--- config.mk ---
export PLATFORM = sky130hd
export DESIGN_NAME = mux_scan
export DESIGN_NICKNAME = d
export VERILOG_FILES = /design/src/rtl/mux_scan.sv
export SDC_FILE = /design/constraint.sdc
export NUM_CORES = 1
export LEC_CHECK = 0
export ABC_AREA = 1
export CORE_ASPECT_RATIO = 1.4
export CORE_UTILIZATION = 41
export DETAILED_ROUTE_END_ITERATION = 8
export PLACE_DENSITY = 0.77
export SETUP_SLACK_MARGIN = 0.05
export SYNTH_ARGS = -nofsm -noshare
export SYNTH_HDL_FRONTEND = slang
export SYNTH_SLANG_ARGS = --single-unit
--- constraint.sdc ---
create_clock -name clk -period 2.4 [get_ports clk]
set_input_delay 0.6 -clock clk [delete_from_list [all_inputs] [get_ports clk]]
set_output_delay 0.6 -clock clk [all_outputs]
set_load 0.1 [all_outputs]
--- src/rtl/mux_scan.sv ---
// Registered N-channel, W-bit multiplexer with manual select and an autonomous
// scan mode that dwells DWELL enabled cycles on each channel before advancing.
module mux_scan #(
    parameter int N     = 4,
    parameter int W     = 8,
    parameter int DWELL = 4,
    localparam int SELW = $clog2(N)
) (
    input  logic            clk,
    input  logic            rst_n,
    input  logic [N*W-1:0]  din,
    input  logic [SELW-1:0] sel,
    input  logic            mode,
    input  logic            hold,
    input  logic            en,
    output logic [W-1:0]    y,
    output logic            y_valid,
    output logic [SELW-1:0] cur_sel,
    output logic            wrap
);
    localparam int              CNTW     = $clog2(DWELL + 1);
    localparam logic [CNTW-1:0] CNT_LAST = CNTW'(DWELL - 1);
    localparam logic [SELW-1:0] SEL_LAST = SELW'(N - 1);

    typedef enum logic [0:0] {
        ST_MAN  = 1'b0,
        ST_SCAN = 1'b1
    } state_t;

    state_t          state_r;
    state_t          state_nxt_s;
    logic [CNTW-1:0] cnt_r;
    logic [CNTW-1:0] cnt_base_s;
    logic [CNTW-1:0] cnt_nxt_s;
    logic [SELW-1:0] nxt_s;
    logic            wrap_nxt_s;
    logic [W-1:0]    y_nxt_s;
    logic            valid_nxt_s;
    logic [W-1:0]    y_r;
    logic            y_valid_r;
    logic [SELW-1:0] cur_sel_r;
    logic            wrap_r;

    // Next-index, dwell counter and wrap decision for the coming enabled edge.
    always_comb begin
        state_nxt_s = ST_MAN;
        cnt_base_s  = '0;
        cnt_nxt_s   = '0;
        nxt_s       = sel;
        wrap_nxt_s  = 1'b0;
        if (mode) begin
            state_nxt_s = ST_SCAN;
            // Entering scan from manual always starts a fresh dwell period.
            cnt_base_s  = (state_r == ST_SCAN) ? cnt_r : '0;
            if (hold) begin
                nxt_s     = cur_sel_r;
                cnt_nxt_s = cnt_base_s;
            end else if (cnt_base_s != CNT_LAST) begin
                nxt_s     = cur_sel_r;
                cnt_nxt_s = cnt_base_s + CNTW'(1);
            end else begin
                cnt_nxt_s = '0;
                // An out-of-range pointer re-enters at channel 0 without a wrap pulse.
                if (cur_sel_r == SEL_LAST) begin
                    nxt_s      = '0;
                    wrap_nxt_s = 1'b1;
                end else if (cur_sel_r > SEL_LAST) begin
                    nxt_s      = '0;
                    wrap_nxt_s = 1'b0;
                end else begin
                    nxt_s      = cur_sel_r + SELW'(1);
                    wrap_nxt_s = 1'b0;
                end
            end
        end else begin
            state_nxt_s = ST_MAN;
            nxt_s       = sel;
        end
    end

    // Channel data selected by nxt_s; zero and invalid when nxt_s is out of range.
    always_comb begin
        y_nxt_s     = '0;
        valid_nxt_s = 1'b0;
        for (int k = 0; k < N; k++) begin
            y_nxt_s     = y_nxt_s | ({W{nxt_s == SELW'(k)}} & din[k*W +: W]);
            valid_nxt_s = valid_nxt_s | (nxt_s == SELW'(k));
        end
    end

    // State, counter and output registers; en gates every update, wrap clears when idle.
    always_ff @(posedge clk or negedge rst_n) begin
        if (!rst_n) begin
            state_r   <= ST_MAN;
            cnt_r     <= '0;
            y_r       <= '0;
            y_valid_r <= 1'b0;
            cur_sel_r <= '0;
            wrap_r    <= 1'b0;
        end else if (en) begin
            state_r   <= state_nxt_s;
            cnt_r     <= cnt_nxt_s;
            y_r       <= y_nxt_s;
            y_valid_r <= valid_nxt_s;
            cur_sel_r <= nxt_s;
            wrap_r    <= wrap_nxt_s;
        end else begin
            wrap_r    <= 1'b0;
        end
    end

    assign y       = y_r;
    assign y_valid = y_valid_r;
    assign cur_sel = cur_sel_r;
    assign wrap    = wrap_r;

endmodule

After elaboration in Yosys (flattened, before gate mapping)
Cells that the tools add are included.
{"block": "totals", "wordCells": 40, "ff_bits": 16}
{"block": "op_classes", "n_mux": 15, "n_eq_ne": 5, "n_lt_le_gt_ge": 1, "n_addsub": 2, "reduce_logical": 1, "n_bitwise": 10}
{"op": "$and 8x8->8", "count": 4}
{"op": "$or 8x8->8", "count": 3}
{"op": "$mux 3", "count": 4}
{"op": "$mux 2", "count": 5}
{"op": "$eq 2x2->1 const B", "count": 3}
{"op": "$mux 1", "count": 6}
{"op": "$add 3x1->3 const B", "count": 1}
{"op": "$ne 3x2->1 const B", "count": 1}
{"op": "$or 1x1->1", "count": 3}
{"op": "$add 2x1->2 const B", "count": 1}
{"op": "$eq 2x1->1 const B", "count": 1}
{"op": "$gt 2x2->1 const B", "count": 1}
{"op": "$logic_not 2->1", "count": 1}

Logic depth before layout (Yosys ltp)
{"block": "depth", "ltp_word": 11, "mapped_depth": 14, "mapped_depth_nobuf": 13}

Worst setup path before layout
OpenSTA, ideal clock, no wires.
{"block": "synth_timing", "path_type": "reg-to-reg", "from": "register cur_sel_r[1], in the netlist cur_sel[1]", "to": "register y_r[0], in the netlist y[0]", "t_required_ns": 2.278, "path_slack_ns": 0.238, "t_arrival_ns": 2.041, "synth_period_minus_slack_ns": 2.162, "path_stages_with_launch": 11, "n_path_buf": 1, "path_cell_list": "dfrtp_1 ha_1 inv_1 nand3_1 nand3_1 nand2_1 buf_2 nand3_1 nand3_1 nor2_2 nor2_2"}
{"block": "synth_via", "elab_chain_len": 11, "word_cells_on_any_way": 19}
{"element": "start, declared", "line": "41", "rtl": "logic [SELW-1:0] cur_sel_r;"}
{"element": "start signal, assigned", "line": "105", "rtl": "cur_sel_r <= nxt_s;"}
{"element": "$add 2x1->2 / $gt 2x2->1 (equally long branches)", "line": "71, 67"}
{"element": "$mux 2", "line": "67", "rtl": "end else if (cur_sel_r > SEL_LAST) begin"}
{"element": "$mux 2", "line": "64", "rtl": "if (cur_sel_r == SEL_LAST) begin"}
{"element": "$mux 2", "line": "58", "rtl": "end else if (cnt_base_s != CNT_LAST) begin"}
{"element": "$mux 2 *", "line": "55", "rtl": "if (hold) begin"}
{"element": "$mux 2 *", "line": "51", "rtl": "if (mode) begin"}
{"element": "$eq 2x1->1 / $logic_not 2->1 (equally long branches)", "line": "86", "rtl": "y_nxt_s = y_nxt_s | ({W{nxt_s == SELW'(k)}} & din[k*W +: W]);"}
{"element": "$and 8x8->8", "line": "86"}
{"element": "$or 8x8->8 (2 in series)", "line": "86"}
{"element": "$or 8x8->8 *", "line": "86"}
{"element": "end signal, assigned", "line": "103", "rtl": "y_r <= y_nxt_s;"}
{"element": "end, declared", "line": "39", "rtl": "logic [W-1:0] y_r;"}
Mark *: on every way between the ends. The rest lies on a longest branch, timed or not.
A chain may end at the register's enable or synchronous reset.

Worst setup path in the final report
{"block": "layout_timing", "from": "input hold", "to": "register y_r[3], in the netlist y[3]"}
{"block": "layout_via", "elab_chain_len": 7, "word_cells_on_any_way": 13}
{"element": "start, declared", "line": "14", "rtl": "input logic hold,"}
{"element": "$mux 2 *", "line": "55"}
{"element": "$mux 2 *", "line": "51"}
{"element": "$eq 2x1->1 / $logic_not 2->1 (equally long branches)", "line": "86"}
{"element": "$and 8x8->8", "line": "86"}
{"element": "$or 8x8->8 (2 in series)", "line": "86"}
{"element": "$or 8x8->8 *", "line": "86"}
Marked as above.

==> metrics.md <==
| Metric | Value |
|---|---|
| Status | complete, no violations |
| Resize count post-CTS | 0 |
| CTS tree | yes |
| Register area share after synthesis | 35.4% |
| Initial drt markers | 25 |
| Average size of a mapped cell | 7.69 um2 |
| Synth Cell Area | 1130 um2 |
| Fmax | 497 MHz |
| Final worst path period need | 2.01 ns |
| Hold Startpoint | y_valid |
| DR pass1 iterations | 4 |
| CP endpoint kind | flip-flop |
| Worst path arrival time | 2.24 ns |
| Remaining Overflow, GRT | 0 |
| Synth Warn # | 0 |
| Number of port buffers | 50 |
| # DRC | 0 |
| CP Launch Type | input pin |
| Leakage | 0.000782 uW |
| Initial antenna violation count | 0 |
| Kind of critical path | input pin to flip-flop |
| Peak VDD IR | 0.375 mV |
| CTS max path bufs | 2 |
| Vias per Instance | 4.99 |
| Layout area overhead | 49.1% |
| Actual slew at the worst max-slew pin | 0.767 ns |
| Die height | 64.1 um |
| Initial core utilization | 43.2% |
| PD cells | 588 nW/um2 |
| Share of cells above drive strength 1 | 28.5% |
| Reg-to-reg startpoint | state_r |
| Cell count after synthesis | 147 |
| Top Ports | 51 |
| Placement Setup Slack | 0.0778 ns |
| # Post-CTS Setup Buffers | 0 |
| Syn nets | 188 |
| DIE AREA | 2970 um2 |
| Number of global-route vias before repair | 1,078 |
| RSZ-0062 raised after global routing | no |
| Crit path from | hold |
| Area of the core | 2620 um2 |
| Critical Path RT | 2.63 ns |
| Die Width | 46.4 um |
| Final setup viols | 0 |
| Ant. Diodes | 0 |
| Max cap viols | 0 |
| Cell row count | 22 |
| Fin nets | 242 |
| Clock sink count | 16 |
| Vias | 1,177 |
| Slew headroom | 48.7% |
| Worst skew pair latency | 0.29 ns |
| DRT Wirelength | 3070 um |
| Final Max Tran Viols | 0 |
| Setup TNS | 0 ns |
| Global Route Usage Sum | 21.7% |
| Root buf cell | clkbuf_4 |
| Final worst setup slack | 0.389 ns |
| Clock skew | 0.00304 ns |
| GPL Wtd Cong | 0.865 |
| Largest net degree at the start of global routing | 17 |
| Clock slew at reported path FFs | 0.10 ns |
| Min-delay worst type | flip-flop to flip-flop |
| Detailed placement HPWL | 2480 um |
| DRT antenna net count | 0 |
| Distinct cells, synth | 21 |
| Post-CTS Hold Fix Bufs | 0 |
| First-pass GRT wire length | 4730 um |
| CTS buffer count | 3 |
| Worst-path maximum fanout | 13 |
| Final Hold Fails | 0 |
| Seq cells post-synth | 16 |
| Routed len/inst | 13.0 um |
| Period utilization | 83.8% |
| CTS HTree Levels | 1 |
==> path summary, 6_finish.rpt <==
path	to	slack, ns	depth (start not counted)
max	y[3]	0.39	11
max in group asynchronous	state_r	1.17	1
min	y_valid	0.50	1
max reg2reg	y[3]	0.42	14
min in group asynchronous	y[2]	0.75	1
min reg2reg	y_valid	0.50	1
==> critical path, cell delays in order <==
cell             delay (ns)
clkdlybuf4s50_1        0.48
nor2_2                 0.20
nand3_1                0.11
nand3_2                0.09
nand2_2                0.14
buf_12                 0.19
nor2_4                 0.16
nand2_1                0.08
nand2_1                0.07
nor2_2                 0.04
nor2_2                 0.08
==> power by group <==
group | leakage, uW | switching [uW] | internal (uW) | total (uW)
registers | 0.000191 | 22.5 | 299 | 322
clock network | 0.0000210 | 89.6 | 92.3 | 182
logic | 0.000570 | 330 | 156 | 486
==> flip-flops by register name, indices dropped and copies added, names as in the netlist <==
signal,flops
y,8
cnt_r,3
wrap,1
state_r,1
cur_sel,2
y_valid,1
==> final cells by class <==
type                       count  area, um2
fill                         219        931
tap                           36       45.0
sequential                    16        400
multi-input combinational    116        648
timing repair buffer          55        520
clock buffer                   4       36.3
inverter                       9       33.8
==> logic make-up (layout without fill, tap and decap cells) <==
group	Yosys count	after routing	share of synthesized area (%)
compound gates	5	5	2.88
fa+ha+maj	2	2	2.21
flops	16	16	35.4
buf+inv	15	68	7.20
simple gates	109	109	52.3
==> stage by stage <==
step / area, um2 / hold WS [ns] / cells / total power (uW) / utilization [%]
global route: 1680 / 0.516 / 236 / 1040 / 64.4
detailed placement: 1650 / 0.474 / 232 / 814 / 63.0
floorplan: 1130 / 0.304 / 147 / 661 / -
CTS: 1680 / 0.501 / 236 / 996 / 64.4
finish: 1680 / 0.503 / 236 / 990 / 64.4
global placement: 1650 / 0.456 / 232 / 807 / 63.0
==> cell usage after synthesis <==
cell type	instances	area [um2]
buf_6	1	11.3
nor2_2	14	87.6
o31ai_1	3	22.5
inv_1	8	30.0
ha_1	2	25.0
inv_2	1	3.75
buf_4	1	7.51
nor2_4	1	11.3
nand2_2	2	12.5
clkbuf_1	1	3.75
o21ai_0	2	10.0
or2_1	1	6.26
nor3b_1	1	7.51
nor2_1	17	63.8
buf_2	2	10.0
buf_8	1	15.0
nand2_1	37	139
dfrtp_1	16	400
nand3_1	18	90.1
or2_2	2	12.5
nand3_2	16	160
==> per-layer routing <==
layer / vias up / GRT usage (%) / wire [um] / share of wire (%)
met4: 0 / 10.7 / 65 / 2.1
met3: 8 / 4.80 / 258 / 8.4
li1: 583 / - / - / -
met1: 533 / 25.8 / 1170 / 38
met5: - / 0 / 0 / 0
met2: 53 / 35.1 / 1580 / 51
==> placed cells by master (no fill, tap or decap) <==
cell	Yosys	routed
clkdlybuf4s50_1	0	38
nand2_1	37	37
nand3_1	18	18
nor2_1	17	17
nand3_2	16	16
dfrtp_1	16	16
buf_4	1	16
nor2_2	14	14
inv_1	8	8
o31ai_1	3	3
clkbuf_4	0	3
nand2_2	2	2
or2_2	2	2
o21ai_0	2	2
ha_1	2	2
inv_2	1	1
nor3b_1	1	1
or2_1	1	1
nor2_4	1	1
clkbuf_8	0	1
buf_12	0	1
(Power assumes the default switching activity.)
